[src/rtl/xadc_monitor_pkg.sv]
// Shared types and constants for the XADC polling monitor.
package xadc_monitor_pkg;

    // Polling sequence: request a conversion result, wait for it, store it.
    typedef enum logic [1:0] {
        ST_IDLE  = 2'd0,
        ST_REQ   = 2'd1,
        ST_WAIT  = 2'd2,
        ST_STORE = 2'd3
    } state_t;

    // Register offsets relative to the block's base address.
    localparam int unsigned OFF_CTRL    = 0;
    localparam int unsigned OFF_ALARM   = 1;
    localparam int unsigned OFF_CH_BASE = 2;
    localparam int unsigned CH_STRIDE   = 4;

    // Position of each register inside one channel's group of four.
    localparam int unsigned CH_CUR    = 0;
    localparam int unsigned CH_MIN    = 1;
    localparam int unsigned CH_MAX    = 2;
    localparam int unsigned CH_THRESH = 3;

    // Default DRP addresses of the on-chip sensors.
    localparam logic [6:0] DRP_ADDR_TEMP   = 7'h00;
    localparam logic [6:0] DRP_ADDR_VCCINT = 7'h01;
    localparam logic [6:0] DRP_ADDR_VCCAUX = 7'h02;

    // Offset of register regSel belonging to channel ch.
    function automatic int unsigned chRegOffset(input int unsigned ch, input int unsigned regSel);
        return OFF_CH_BASE + CH_STRIDE * ch + regSel;
    endfunction

endpackage

[src/rtl/xadc_drp_reader.sv]
// Issues one DRP read per start request and waits (bounded) for the result.
module xadc_drp_reader
    import xadc_monitor_pkg::*;
#(
    parameter int TIMEOUT = 255
) (
    input  logic        i_clk,
    input  logic        i_reset,
    input  logic        i_start,
    input  logic [6:0]  i_daddr,
    input  logic [15:0] i_drpDo,
    input  logic        i_drpDrdy,
    output logic [6:0]  o_drpDaddr,
    output logic        o_drpDen,
    output logic [11:0] o_code,
    output logic        o_done,
    output logic        o_timeout
);

    localparam int CNT_W = $clog2(TIMEOUT + 1);

    state_t             r_state;
    logic [CNT_W-1:0]   r_count;
    logic               r_den;
    logic [6:0]         r_daddr;
    logic [11:0]        r_code;
    logic               w_unusedLowBits;

    // The four status bits below the 12-bit conversion code carry no data.
    assign w_unusedLowBits = ^i_drpDo[3:0];

    // Request/wait sequencer; a drdy seen outside WAIT never reaches r_code.
    always_ff @(posedge i_clk) begin
        if (i_reset) begin
            r_state <= ST_IDLE;
            r_count <= '0;
            r_den   <= 1'b0;
            r_daddr <= '0;
            r_code  <= '0;
        end else begin
            r_den <= 1'b0;
            case (r_state)
                ST_IDLE: begin
                    if (i_start) begin
                        r_state <= ST_REQ;
                        r_den   <= 1'b1;
                        r_daddr <= i_daddr;
                    end
                end
                ST_REQ: begin
                    r_state <= ST_WAIT;
                    r_count <= '0;
                end
                ST_WAIT: begin
                    if (i_drpDrdy) begin
                        r_code  <= i_drpDo[15:4];
                        r_state <= ST_STORE;
                    end else if (r_count == CNT_W'(TIMEOUT - 1)) begin
                        r_state <= ST_IDLE;
                    end else begin
                        r_count <= r_count + 1'b1;
                    end
                end
                ST_STORE: r_state <= ST_IDLE;
                default:  r_state <= ST_IDLE;
            endcase
        end
    end

    assign o_drpDaddr = r_daddr;
    assign o_drpDen   = r_den;
    assign o_code     = r_code;
    assign o_done     = (r_state == ST_STORE);
    assign o_timeout  = (r_state == ST_WAIT) && !i_drpDrdy && (r_count == CNT_W'(TIMEOUT - 1));

endmodule

[src/rtl/xadc_monitor.sv]
// Round-robin XADC channel poller with current/min/max/threshold registers.
module xadc_monitor
    import xadc_monitor_pkg::*;
#(
    parameter int unsigned BaseAddress   = 0,
    parameter int          address_width = 16,
    parameter int          data_width    = 8,
    parameter int          NUM_CHANNELS  = 3,
    parameter logic [NUM_CHANNELS-1:0][6:0] CHANNEL_ADDRS =
        {DRP_ADDR_VCCAUX, DRP_ADDR_VCCINT, DRP_ADDR_TEMP},
    parameter int          TIMEOUT       = 255
) (
    input  logic                     clk_i,
    input  logic                     reset_i,
    input  logic [address_width-1:0] address_i,
    input  logic [data_width-1:0]    data_i,
    output logic [data_width-1:0]    data_o,
    input  logic                     rd_wr_i,
    output logic [6:0]               drp_daddr_o,
    output logic                     drp_den_o,
    input  logic [15:0]              drp_do_i,
    input  logic                     drp_drdy_i,
    output logic                     alarm_o
);

    localparam int CH_W = (NUM_CHANNELS > 1) ? $clog2(NUM_CHANNELS) : 1;

    logic                    r_enable;
    logic                    r_timeoutErr;
    logic [NUM_CHANNELS-1:0] r_alarm;
    logic [CH_W-1:0]         r_ch;
    logic [data_width-1:0]   r_cur    [NUM_CHANNELS];
    logic [data_width-1:0]   r_min    [NUM_CHANNELS];
    logic [data_width-1:0]   r_max    [NUM_CHANNELS];
    logic [data_width-1:0]   r_thresh [NUM_CHANNELS];
    logic [data_width-1:0]   r_data;

    logic [31:0]             w_offset;
    logic                    w_wrCtrl;
    logic                    w_wrAlarm;
    logic                    w_clearMinmax;
    logic [11:0]             w_code;
    logic                    w_done;
    logic                    w_timeout;
    logic [data_width-1:0]   w_value;
    logic [data_width-1:0]   w_rdData;

    assign w_offset      = 32'(address_i) - 32'(BaseAddress);
    assign w_wrCtrl      = rd_wr_i && (w_offset == OFF_CTRL);
    assign w_wrAlarm     = rd_wr_i && (w_offset == OFF_ALARM);
    assign w_clearMinmax = w_wrCtrl && data_i[1];

    xadc_drp_reader #(
        .TIMEOUT (TIMEOUT)
    ) u_reader (
        .i_clk      (clk_i),
        .i_reset    (reset_i),
        .i_start    (r_enable),
        .i_daddr    (CHANNEL_ADDRS[r_ch]),
        .i_drpDo    (drp_do_i),
        .i_drpDrdy  (drp_drdy_i),
        .o_drpDaddr (drp_daddr_o),
        .o_drpDen   (drp_den_o),
        .o_code     (w_code),
        .o_done     (w_done),
        .o_timeout  (w_timeout)
    );

    // Narrow buses show the top bits of the code; wide buses zero-extend it.
    generate
        if (data_width <= 12) begin : g_narrow
            assign w_value = w_code[11 -: data_width];
            if (data_width < 12) begin : g_drop
                logic w_unusedCodeLsbs;
                assign w_unusedCodeLsbs = ^w_code[11-data_width:0];
            end
        end else begin : g_wide
            assign w_value = {{(data_width-12){1'b0}}, w_code};
        end
    endgenerate

    // Read mux; anything outside the map reads as zero.
    always_comb begin
        w_rdData = '0;
        if (w_offset == OFF_CTRL) begin
            w_rdData[0] = r_enable;
            w_rdData[2] = r_timeoutErr;
        end else if (w_offset == OFF_ALARM) begin
            w_rdData[NUM_CHANNELS-1:0] = r_alarm;
        end
        for (int k = 0; k < NUM_CHANNELS; k++) begin
            if (w_offset == chRegOffset(k, CH_CUR))    w_rdData = r_cur[k];
            if (w_offset == chRegOffset(k, CH_MIN))    w_rdData = r_min[k];
            if (w_offset == chRegOffset(k, CH_MAX))    w_rdData = r_max[k];
            if (w_offset == chRegOffset(k, CH_THRESH)) w_rdData = r_thresh[k];
        end
    end

    // Register file: bus writes, result capture, and channel rotation.
    // Later assignments take priority, so alarm set beats clear and minmax clear beats capture.
    always_ff @(posedge clk_i) begin
        if (reset_i) begin
            r_enable     <= 1'b0;
            r_timeoutErr <= 1'b0;
            r_alarm      <= '0;
            r_ch         <= '0;
            r_data       <= '0;
            for (int k = 0; k < NUM_CHANNELS; k++) begin
                r_cur[k]    <= '0;
                r_min[k]    <= '1;
                r_max[k]    <= '0;
                r_thresh[k] <= '1;
            end
        end else begin
            r_data <= w_rdData;
            if (w_wrCtrl)  r_enable     <= data_i[0];
            if (w_timeout) r_timeoutErr <= 1'b1;
            if (w_done || w_timeout) begin
                r_ch <= (r_ch == CH_W'(NUM_CHANNELS - 1)) ? '0 : r_ch + 1'b1;
            end
            for (int k = 0; k < NUM_CHANNELS; k++) begin
                if (w_wrAlarm && data_i[k]) r_alarm[k] <= 1'b0;
                if (rd_wr_i && (w_offset == chRegOffset(k, CH_THRESH))) r_thresh[k] <= data_i;
                if (w_done && (r_ch == CH_W'(k))) begin
                    r_cur[k] <= w_value;
                    if (w_value < r_min[k])    r_min[k]   <= w_value;
                    if (w_value > r_max[k])    r_max[k]   <= w_value;
                    if (w_value > r_thresh[k]) r_alarm[k] <= 1'b1;
                end
                if (w_clearMinmax) begin
                    r_min[k] <= '1;
                    r_max[k] <= '0;
                end
            end
        end
    end

    assign data_o  = r_data;
    assign alarm_o = |r_alarm;

endmodule
[config.mk]
export PLATFORM = sky130hd
export DESIGN_NAME = xadc_monitor
export DESIGN_NICKNAME = d
export VERILOG_FILES = /design/src/rtl/xadc_monitor_pkg.sv /design/src/rtl/xadc_drp_reader.sv /design/src/rtl/xadc_monitor.sv
export SDC_FILE = /design/constraint.sdc
export NUM_CORES = 1
export LEC_CHECK = 0
export ABC_AREA = 0
export ABC_CLOCK_PERIOD_IN_PS = 3500
export BUFFER_PORTS_ARGS = -buffer_cell sky130_fd_sc_hd__buf_4
export CORE_ASPECT_RATIO = 2
export CORE_UTILIZATION = 60
export DETAILED_ROUTE_END_ITERATION = 8
export PLACE_DENSITY = 0.8
export RECOVER_POWER = 50
export SLEW_MARGIN = 20
export SYNTH_ARGS = -nofsm -noshare
export SYNTH_HDL_FRONTEND = slang
export SYNTH_HIERARCHICAL = 1
export SYNTH_SLANG_ARGS = --single-unit
export TNS_END_PERCENT = 20
[constraint.sdc]
create_clock -name clk_i -period 3.5 [get_ports clk_i]
set_clock_uncertainty 0.15 [all_clocks]
set_input_delay 0.175 -clock clk_i [delete_from_list [all_inputs] [get_ports clk_i]]
set_output_delay 0.175 -clock clk_i [all_outputs]
set_load 0.005 [all_outputs]
==> results.rst, run 1 <==
.. list-table::
   :header-rows: 1

   * - Metric
     - Value
   * - Result of the run
     - finished with violations
   * - Failing checks
     - DRC
   * - Required time at the worst-slack endpoint
     - 3.43 ns
   * - Crit path buffers/inverters
     - 4
   * - Post-synthesis cell count
     - approximately 830
   * - Post-CTS clock slew at the launch and capture registers of the worst setup and hold paths
     - roughly 0.06 ns
   * - Total count of hold-check failures in the final report
     - 0
   * - Total negative slack for setup checks
     - 0 ns
   * - Global Route Usage Sum
     - 0.3984
   * - DRT Pass-1 Iters
     - 9
   * - Reg2Reg Depth
     - 8
   * - Cts hold-fix bufs
     - 18
   * - Relative slew slack
     - 0.3586
   * - Post-detail-place hpwl
     - 19,900 µm
   * - Initial Utilization
     - 0.6180
   * - Final routed wirelength across all metal layers
     - between 20,000 and 30,000 µm
   * - Count of yosys warnings during synthesis
     - 6
   * - Top library cells by usage in the layout, fill and taps aside
     - sky130_fd_sc_hd__edfxtp_1, sky130_fd_sc_hd__inv_1, sky130_fd_sc_hd__ha_1, sky130_fd_sc_hd__nand2_1, sky130_fd_sc_hd__nor2_1
   * - CTS resizes
     - 0
   * - Area of the core
     - 13,070 µm²
   * - Synthesized area per cell
     - ~9.7 µm²
   * - Post-route minimum period
     - between 3 and 4 ns
   * - Reg-to-reg setup timing slack
     - between 0.4 and 0.5 ns
   * - Total power
     - about 4 mW
   * - DRT antenna net count
     - 0
   * - Root Driver
     - sky130_fd_sc_hd__clkbuf_16
   * - Via count of the first global-routing pass
     - roughly 7,500
   * - Non-filler instance count after layout
     - 1,076
   * - Wire length per cell after detailed routing
     - roughly 25 µm
   * - Count of final max-slew check failures
     - 0
   * - Most common library cell in the layout ignoring fill and taps
     - sky130_fd_sc_hd__edfxtp_1
   * - Area enclosed by the die boundary
     - 13,950 µm²
   * - Cell at the slowest stage of the critical path
     - sky130_fd_sc_hd__and3_1
   * - TritonCTS sink count
     - ~140
   * - Chain of cells forming the critical path
     - dlygate4sd3_1 > buf_4 > inv_1 > clkbuf_1 > nand2_1 > nor2_1 > and3_1 > or3_1
   * - Number of levels in the clock H-tree
     - 4
   * - Post-CTS Setup Repair Bufs
     - 0
   * - Maximum number of buffers from clock root to sink
     - 2
   * - Number of top-level pins
     - a little over 60
   * - Max capacitance violation total
     - 0
   * - Input/output buffers
     - 52
   * - Critical Setup Path Class
     - in2reg
   * - First-pass GRT wire length
     - around 41,000 µm
   * - Placement row count
     - ~60
   * - TritonCTS clock tree
     - done
   * - Worst min-delay path class
     - in2reg
   * - Tcrit/Tclk final
     - 0.8901
   * - GRT Residual Overflow
     - 0
   * - Via count
     - between 7,000 and 8,000
   * - Height of the chip
     - between 150 and 200 µm
   * - Die width
     - 84.03 µm
   * - Number of endpoints failing setup at the final stage
     - 0
   * - Ratio of routed vias to standard cells
     - between 6 and 7
   * - Syn Std Cell Area
     - ~8100 µm²
   * - Initial antenna violation count
     - 0
   * - Pwr dens
     - around 430 nW/µm²
   * - Net count reported at finish
     - just over 1,000
   * - Number of cells traversed by the worst hold path
     - 2
   * - Largest incremental delay on the critical path
     - approximately 0.60 ns
   * - TritonCTS Buffers
     - 17
   * - Category of the worst setup path capture point
     - flip-flop
   * - Number of antenna cells inserted
     - 0
   * - Area delta synth->final
     - 16.49%
   * - Number of DRC violations after detailed-routing iteration 0
     - 674
   * - Fraction of layout instances using a drive strength above 1
     - 0.1385
   * - Final estimated routing congestion in global placement
     - around 1.1
   * - Maximum number of pins on one net before global-route repair
     - 42
   * - CP Depth
     - 8
   * - Worst-path fanout max
     - 28
   * - Worst vdd ir
     - between 400 and 500 µV
   * - RSZ-0062 raised after global routing
     - no
   * - DRC errors left
     - 6
   * - CP Data Arrival Time
     - between 3 and 4 ns
   * - Number of placed instances with taps included
     - between 1,000 and 1,500
   * - Top achievable clock speed
     - 0.3210 GHz
   * - Startpoint type of the worst setup path
     - input port
   * - Leakage power
     - ~4.2 nW
   * - CP delay by family, top
     - buffers and inverters
   * - Final core area utilization
     - 0.7199
   * - Worst-Skew Late Latency
     - 0.44 ns
   * - Slew @ Worst Pin
     - around 0.96 ns
-- through the flow --
step / hold WS (ns) / cell area, µm² / setup WS (ns)
3_3_place_gp: 0.2737 / 8653 / 0.6535
3_5_place_dp: 0.2866 / 8653 / 0.5370
6_report: 0.05604 / 9407 / 0.3845
5_1_grt: 0.06493 / 9407 / 0.3011
4_1_cts: 0.05547 / 9460 / 0.5268
2_1_floorplan: 0.1610 / 8090 / 0.8473
-- sequential cells by signal, summed over array words and instances (netlist names) --
name,count
r_cur,24
r_max,24
r_min,24
r_thresh,24
data_o,8
u_reader/o_code,8
u_reader/r_count,8
u_reader/o_drpDaddr,7
r_alarm,3
r_ch,2
u_reader/r_state,2
r_enable,1
r_timeoutErr,1
u_reader/o_drpDen,1
-- final timing paths --
kind | start | to
worst max-delay path | reset_i | r_min[0][1]$_DFFE_PP_
worst min-delay path | data_i[5] | r_thresh[0][21]$_DFFE_PP_
worst max register to register | u_reader/o_code[6]$_SDFFE_PP0P_ | r_max[1][2]$_DFFE_PP_
worst min register to register | u_reader/o_drpDaddr[4]$_SDFFE_PP0P_ | u_reader/o_drpDaddr[4]$_SDFFE_PP0P_
-- layer usage --
metal / vias to the layer above / global-route usage / wire [µm]
met3: 167 / 0.09245 / 1759
met1: 3377 / 0.3760 / 8699
met2: 387 / 0.7049 / 13650
li1: 3196 / - / -
met4: 0 / 0.3486 / 2720
met5: - / 0 / 0
-- where the power goes --
part	leakage [nW]	internal, mW	total (mW)	switching (mW)
registers	1.22	1.74	1.79	0.0429
logic	2.68	0.149	0.391	0.241
clock network	0.306	1.13	1.91	0.788
total	4.21	3.02	4.09	1.07
-- layout make-up --
cell class	count	area, µm²
Sequential cell	137	3543
Fill cell	960	3660
Timing Repair Buffer	90	698.2
Clock inverter	14	176.4
Inverter	77	289.0
Clock buffer	18	450.4
Multi-Input combinational cell	588	4059
Tap cell	152	190.2
(Power assumes the default switching activity.)
==> run 2: changes to the inputs <==
Settings changed: CTS_BUF_LIST set to sky130_fd_sc_hd__clkbuf_8, SYNTH_HIERARCHICAL 1 to not set.
==> run 2 against run 1 <==
  * The run now ends clean
  * Maximum frequency shrank 1.3%
  * Critical endpoint is now r_thresh[0][3]$_DFFE_PP_
  * Power shrank 18%
  * Final cell count shrank 8.6%
  * Worst setup slack lost 0.042 ns
  * Clock-buffer cell count shrank 1
  * Clock power shrank 25%
  * First-iteration DRC count shrank 20%
==> results.rst, run 2 <==
.. list-table::
   :header-rows: 1

   * - Metric
     - Value
   * - Result of the run
     - completed
   * - Number of levels in the clock H-tree
     - 4 (unchanged)
   * - CTS resizes
     - 0 (unchanged)
   * - DRC errors left
     - 0 (-6)
   * - Final setup margin
     - 0.3430 ns (-0.04155 ns)
   * - Chain of cells forming the critical path
     - buf_4 > or4_4 > or3_1 > nor4_1 > nand2b_1
   * - Via count of the first global-routing pass
     - 6,785 (-9.7%)
   * - DRT Pass-1 Iters
     - 5 (-4)
   * - EDFF count, synth
     - 80
   * - Pwr dens
     - 383.4 nW/µm² (-12%)
   * - RSZ-0062 raised after global routing
     - no
   * - Synth Flop Type
     - sky130_fd_sc_hd__edfxtp_1
   * - Part of the Yosys area used for sequential elements
     - 0.4598
   * - CP delay by family, top
     - simple AND/OR/NAND/NOR gates
   * - Leakage power
     - 3.866 nW (-8.1%)
   * - Slew @ Worst Pin
     - 1.086 ns (+0.1299 ns)
   * - Total negative slack for setup checks
     - 0 ns (unchanged)
   * - Tcrit/Tclk final
     - 0.9020 (+0.01187)
   * - Crit path buffers/inverters
     - 1 (-3)
   * - Leading cell type by number of instances after synthesis
     - sky130_fd_sc_hd__edfxtp_1
   * - Final core area utilization
     - 0.7172 (-0.002674)
   * - Cell taking the most area after synthesis
     - sky130_fd_sc_hd__edfxtp_1
   * - List of most frequent post-synthesis cells
     - sky130_fd_sc_hd__edfxtp_1, sky130_fd_sc_hd__inv_1, sky130_fd_sc_hd__ha_1
   * - Height of the chip
     - 160.0 µm (-3.7%)
   * - Max capacitance violation total
     - 0 (unchanged)
   * - Post-CTS clock slew at the launch and capture registers of the worst setup and hold paths
     - 0.08 ns (+0.02 ns)
   * - Category of the worst setup path capture point
     - flip-flop
   * - Largest incremental delay on the critical path
     - 1.04 ns (+0.44 ns)
   * - Most area-consuming cells after synthesis
     - sky130_fd_sc_hd__edfxtp_1, sky130_fd_sc_hd__dfxtp_1, sky130_fd_sc_hd__ha_1, sky130_fd_sc_hd__inv_1, sky130_fd_sc_hd__a21oi_1
   * - Area enclosed by the die boundary
     - 12,960 µm² (-7.1%)
   * - Post-placement setup slack
     - 0.5089 ns (-0.02806 ns)
   * - Maximum number of buffers from clock root to sink
     - 2 (unchanged)
   * - Placement row count
     - 57 (-3.4%)
   * - GRT Residual Overflow
     - 0 (unchanged)
   * - Area of the core
     - 12,120 µm² (-7.2%)
   * - Reg-to-reg setup timing slack
     - 0.40 ns (about the same)
   * - Via count
     - 6,492 (-8.9%)
   * - CP Data Arrival Time
     - 3.09 ns (+0.04 ns)
   * - Top library cells by usage in the layout, fill and taps aside
     - sky130_fd_sc_hd__edfxtp_1, sky130_fd_sc_hd__inv_1, sky130_fd_sc_hd__ha_1, sky130_fd_sc_hd__a21oi_1
   * - Net count reported at finish
     - 939 (-8.8%)
   * - Ratio of routed vias to standard cells
     - 6.598 (-0.39%)
   * - Cell at the slowest stage of the critical path
     - sky130_fd_sc_hd__nor4_1
   * - Die width
     - 81.00 µm (-3.6%)
   * - Initial antenna violation count
     - 0 (unchanged)
   * - Total count of hold-check failures in the final report
     - 0 (unchanged)
   * - Number of top-level pins
     - 61 (unchanged)
   * - Fraction of post-synthesis cell area in the top cell type by area
     - 0.3208
   * - Initial Utilization
     - 0.6176 (about the same)
   * - Synth Register Bits
     - between 100 and 150
   * - Number of endpoints failing setup at the final stage
     - 0 (unchanged)
   * - Post-synthesis cell count
     - 737 (-11%)
   * - Number of antenna cells inserted
     - 0 (unchanged)
   * - Post-detail-place hpwl
     - 17,950 µm (-9.8%)
   * - Relative slew slack
     - 0.2692 (-0.08945)
   * - Worst-path fanout max
     - 20 (-29%)
   * - Critical Setup Path Class
     - in2reg
   * - Wire length per cell after detailed routing
     - 24.77 µm (-0.68%)
   * - Required time at the worst-slack endpoint
     - 3.43 ns (about the same)
   * - Top achievable clock speed
     - 0.3168 GHz (-1.3%)
   * - Area delta synth->final
     - 16.12%
   * - Final estimated routing congestion in global placement
     - 0.9781 (-7.4%)
   * - Post-route minimum period
     - 3.157 ns (+0.04155 ns)
   * - Input/output buffers
     - 47 (-9.6%)
   * - Hold Slack
     - 0.02277 ns (-0.03327 ns)
   * - Count of final max-slew check failures
     - 0 (unchanged)
   * - Startpoint type of the worst setup path
     - input port
   * - Worst min-delay path class
     - in2reg
   * - Final routed wirelength across all metal layers
     - 24,370 µm (-9.2%)
   * - Fraction of layout instances using a drive strength above 1
     - 0.1398 (+0.001257)
   * - Worst-Skew Late Latency
     - 0.47 ns (+0.03 ns)
   * - Count of yosys warnings during synthesis
     - 0 (-6)
   * - TritonCTS sink count
     - 132 (-3.6%)
   * - Worst vdd ir
     - 373.4 µV (-10%)
   * - Number of different library cells in the post-synthesis netlist
     - 71
   * - Maximum number of pins on one net before global-route repair
     - 47 (+12%)
   * - TritonCTS Buffers
     - 17 (unchanged)
   * - TritonCTS clock tree
     - done
   * - Syn Std Cell Area
     - 7488 µm² (-7.3%)
   * - DRT antenna net count
     - 0 (unchanged)
   * - Synthesized area per cell
     - 10.16 µm² (+4.7%)
   * - Number of DRC violations after detailed-routing iteration 0
     - 537 (-20%)
   * - Most common library cell in the layout ignoring fill and taps
     - sky130_fd_sc_hd__edfxtp_1
   * - Total power
     - 3.334 mW (-18%)
   * - Asr flop ratio synth
     - 0
   * - Root Driver
     - sky130_fd_sc_hd__clkbuf_8
   * - First-pass GRT wire length
     - 36,810 µm (-10%)
   * - Global Route Usage Sum
     - 0.3995 (+0.001063)
run 2: power by group:
group,total (mW),internal (mW),leakage (nW),switching (mW)
registers,1.69,1.67,1.18,0.0198
logic,0.211,0.0842,2.46,0.127
clock network,1.43,0.727,0.220,0.704
run 2: final cells by class:
type                    instances  area, µm²
fillers                       868       3428
well taps                     147      183.9
repair buffers                 95      755.7
flip-flops and latches        132       3443
multi-input cells             504       3607
inverters                      74      277.8
clock inverters                15      193.9
clock buffers                  17      234.0
run 2: kinds of logic after synthesis:
group	synth area share
DFF	0.4598
AOI/OAI and AO/OA	0.1586
muxes	0.03292
other	0.0005008
and+or+nand+nor	0.1651
buffers and inverters	0.05748
adders and majority gates	0.1186
xor gates and xnor gates	0.007019
run 2: tightest hold or removal path, cell delays in order:
cell	delay (ns)
sky130_fd_sc_hd__buf_4	0.16
sky130_fd_sc_hd__o21ai_0	0.11
sky130_fd_sc_hd__a21oi_1	0.15
run 2: layer usage:
| metal | global-route usage | wire length, µm |
|---|---|---|
| met1 | 0.3682 | 7697 |
| met4 | 0.3791 | 2774 |
| met2 | 0.6704 | 12170 |
| met5 | 0 | 0 |
| met3 | 0.1114 | 1728 |
run 2: what timing repair did:
item / CTS / global route
buffers inserted: 0 / 0
setup endpoints to repair: 0 / 0
hold buffers: 26 / 0
hold endpoints to repair: 26 / 0
run 2: path summary, 6_finish.rpt:
path                              startpoint                          endpoint  cells past startpoint
max reg2reg  u_reader.o_code[5]$_SDFFE_PP0P_             r_min[0][3]$_DFFE_PP_                      6
max                            address_i[15]          r_thresh[0][3]$_DFFE_PP_                      5
min                               drp_drdy_i  u_reader.r_state[1]$_SDFFE_PP0P_                      3
min reg2reg         r_max[2][7]$_SDFFE_PP0P_          r_max[2][7]$_SDFFE_PP0P_                      1
run 2: stage by stage:
| step | instance area, µm² | instances |
|---|---|---|
| 6_report | 8696 | 984 |
| 3_3_place_gp | 8053 | 926 |
| 5_1_grt | 8696 | 984 |
| 2_1_floorplan | 7503 | 741 |
| 4_1_cts | 8741 | 984 |
| 3_5_place_dp | 8053 | 926 |
==> run 3: changes to the inputs <==
Settings changed: ABC_CLOCK_PERIOD_IN_PS 3500 to 3200.
Clock period 3.5 ns to 3.2 ns, I/O delays scaled along.
==> run 3 against run 2 <==
  * Via count is 2.1% lower
  * First-iteration DRC count is 21% higher
  * Flip-flop and latch count unchanged
  * Register-to-register slack worse by 0.17 ns
  * Sequential power grew 9%
  * Worst setup slack worse by 0.11 ns
  * Clock-buffer cell count is 2 higher
  * Hold slack improved by 0.0033 ns
  * Largest power group unchanged
  * Clock power hardly changed
==> results.rst, run 3 (same netlist as run 2, synthesis figures left out) <==
.. list-table::
   :header-rows: 1

   * - Metric
     - Value
   * - Result of the run
     - completed
   * - Area of the core
     - 12,120 µm² (unchanged)
   * - Placement row count
     - 57 (unchanged)
   * - Start point of the worst min-delay path
     - address_i[3]
   * - Worst vdd ir
     - 400.3 µV (+7.2%)
   * - Post-CTS clock slew at the launch and capture registers of the worst setup and hold paths
     - 0.08 ns (about the same)
   * - Most common library cell in the layout ignoring fill and taps
     - sky130_fd_sc_hd__edfxtp_1
   * - Input/output buffers
     - 47 (unchanged)
   * - Via count
     - 6,355 (-2.1%)
   * - Non-filler instance count after layout
     - 986 (+0.20%)
   * - Hold Slack
     - 0.02611 ns (+0.003342 ns)
   * - Initial antenna violation count
     - 0 (unchanged)
   * - Worst-Skew Late Latency
     - 0.44 ns (-0.03 ns)
   * - Global Route Usage Sum
     - 0.3836 (-0.01585)
   * - Number of placed instances with taps included
     - 926 (unchanged)
   * - Leakage power
     - 3.870 nW (+0.11%)
   * - Number of levels in the clock H-tree
     - 4 (unchanged)
   * - TritonCTS sink count
     - 132 (unchanged)
   * - Reg-to-reg critical path endpoint
     - r_max[1][0]$_DFFE_PP_
   * - Net count reported at finish
     - 941 (+0.21%)
   * - Crit path from
     - u_reader.o_code[6]$_SDFFE_PP0P_
   * - Number of top-level pins
     - 61 (unchanged)
   * - Die width
     - 81.00 µm (unchanged)
   * - Area enclosed by the die boundary
     - 12,960 µm² (unchanged)
   * - Initial Utilization
     - 0.6176 (unchanged)
   * - Design Area, Final
     - 8688 µm² (about the same)
   * - Relative slew slack
     - 0.2907 (+0.02153)
   * - Reg2Reg Depth
     - 8 (+2)
   * - Wire length per cell after detailed routing
     - 23.85 µm (-3.7%)
   * - CP Data Arrival Time
     - 3.00 ns (-0.09 ns)
   * - Final setup margin
     - 0.2330 ns (-0.1100 ns)
   * - Pwr dens
     - 407.3 nW/µm² (+6.2%)
   * - Reg-to-reg setup timing slack
     - 0.23 ns (-0.17 ns)
   * - Category of the worst setup path capture point
     - flip-flop
   * - CTS resizes
     - 0 (unchanged)
   * - Fraction of layout instances using a drive strength above 1
     - 0.1335 (-0.006293)
   * - Total power
     - 3.539 mW (+6.1%)
   * - Max capacitance violation total
     - 0 (unchanged)
   * - Post-detail-place hpwl
     - 17,450 µm (-2.8%)
   * - Crit path buffers/inverters
     - 1 (unchanged)
   * - Total placed instance area
     - 8053 µm² (unchanged)
   * - Number of DRC violations after detailed-routing iteration 0
     - 648 (+21%)
   * - Final core area utilization
     - 0.7166 (about the same)
   * - DRT Pass-1 Iters
     - 6 (+1)
   * - Final estimated routing congestion in global placement
     - 0.9495 (-2.9%)
   * - Critical Setup Path Class
     - reg2reg
   * - Largest incremental delay on the critical path
     - 0.57 ns (-0.47 ns)
   * - DRT antenna net count
     - 0 (unchanged)
   * - Maximum number of buffers from clock root to sink
     - 2 (unchanged)
   * - Top achievable clock speed
     - ~0.34 GHz
   * - Terminating pin of the worst hold path
     - data_o[1]$_SDFF_PP0_
   * - Worst-path fanout max
     - 9 (-55%)
   * - Final routed wirelength across all metal layers
     - 23,520 µm (-3.5%)
   * - Root Driver
     - sky130_fd_sc_hd__clkbuf_8
   * - Area delta synth->final
     - 16.02% (about the same)
   * - Via count of the first global-routing pass
     - 6,723 (-0.91%)
   * - Layout filler cell count
     - 904 (+4.1%)
   * - Ratio of routed vias to standard cells
     - 6.445 (-2.3%)
   * - CP delay by family, top
     - compound AO/OA/AOI/OAI gates
   * - Number of endpoints failing setup at the final stage
     - 0 (unchanged)
   * - Post-route minimum period
     - ~3.0 ns
   * - Post-placement setup slack
     - 0.3255 ns (-0.1835 ns)
   * - DRC errors left
     - 0 (unchanged)
   * - Reg2reg start
     - u_reader.o_code[6]$_SDFFE_PP0P_
   * - RSZ-0062 raised after global routing
     - no
   * - Cell at the slowest stage of the critical path
     - sky130_fd_sc_hd__dfxtp_1
   * - Slew @ Worst Pin
     - 1.064 ns (-0.02228 ns)
   * - First-pass GRT wire length
     - 35,520 µm (-3.5%)
   * - Worst min-delay path class
     - in2reg
   * - Maximum number of pins on one net before global-route repair
     - 47 (unchanged)
   * - Total negative slack for setup checks
     - 0 ns (unchanged)
   * - Height of the chip
     - 160.0 µm (unchanged)
   * - Required time at the worst-slack endpoint
     - 3.24 ns (-0.19 ns)
   * - Tcrit/Tclk final
     - 0.9272
   * - Top library cells by usage in the layout, fill and taps aside
     - sky130_fd_sc_hd__edfxtp_1, sky130_fd_sc_hd__inv_1, sky130_fd_sc_hd__ha_1, sky130_fd_sc_hd__a21oi_1
   * - Chain of cells forming the critical path
     - buf_4 > ha_1 > a21oi_1 > o221ai_1 > a221oi_1 > a311o_1 > nand3_1 > and3_1
   * - TritonCTS clock tree
     - done
   * - Total count of hold-check failures in the final report
     - 0 (unchanged)
   * - TritonCTS Buffers
     - 17 (unchanged)
   * - Count of final max-slew check failures
     - 0 (unchanged)
   * - GRT Residual Overflow
     - 0 (unchanged)
   * - Number of cells traversed by the worst hold path
     - 3 (unchanged)
   * - Startpoint type of the worst setup path
     - flip-flop
   * - Number of antenna cells inserted
     - 0 (unchanged)
run 3: cell count changes in the layout (fill, tap and decap cells not counted), sizes merged:
cell / change
dlygate4sd3: +2
clkinv: -1
clkbuf: +2
inv: -1
run 3: worst max path at each step:
| stage | end | depth (start not counted) | slack (ns) |
|---|---|---|---|
| final | r_max[1][0]$_DFFE_PP_ | 8 | 0.23 |
| after global routing | r_min[1][3]$_DFFE_PP_ | 6 | 0.05 |
| after CTS | r_min[1][7]$_DFFE_PP_ | 6 | 0.28 |
| after detailed placement | r_min[0][3]$_DFFE_PP_ | 7 | 0.33 |
| after global placement | r_min[1][5]$_DFFE_PP_ | 6 | 0.35 |
| after floorplan | r_thresh[0][0]$_DFFE_PP_ | 5 | 0.55 |
run 3: layout make-up:
class                   count  area, µm²  area share
multi-input cells         504       3617      0.4163
flip-flops and latches    132       3443      0.3963
repair buffers             97      762.0     0.08770
inverters                  74      277.8     0.03197
clock buffers              19      261.5     0.03010
well taps                 147      183.9     0.02117
clock inverters            13      142.6     0.01642
run 3: worst register-to-register path: stages (launching register included):
cell,delay [ns]
sky130_fd_sc_hd__dfxtp_1,0.57
sky130_fd_sc_hd__buf_4,0.32
sky130_fd_sc_hd__ha_1,0.30
sky130_fd_sc_hd__a21oi_1,0.21
sky130_fd_sc_hd__o221ai_1,0.16
sky130_fd_sc_hd__a221oi_1,0.27
sky130_fd_sc_hd__a311o_1,0.21
sky130_fd_sc_hd__nand3_1,0.23
sky130_fd_sc_hd__and3_1,0.30
run 3: power by group:
group	internal [mW]	switching, mW	total [mW]
combinational	0.0935	0.138	0.232
sequential	1.83	0.0223	1.85
clock	0.800	0.655	1.46
total	2.72	0.816	3.54
run 3: timing repair:
action | 4_1_cts | 5_1_grt
endpoints found under the hold margin | 33 | 0
hold buffers | 28 | 0
setup buffers | 0 | 0
run 3: metal layers:
layer	routed length [µm]	vias up	share of wire	track usage
met5	0	-	0	0
met4	2315	0	0.098	0.3369
met3	1706	125	0.073	0.09886
met2	12070	350	0.51	0.6501
met1	7427	2999	0.32	0.3651
li1	-	2881	-	-
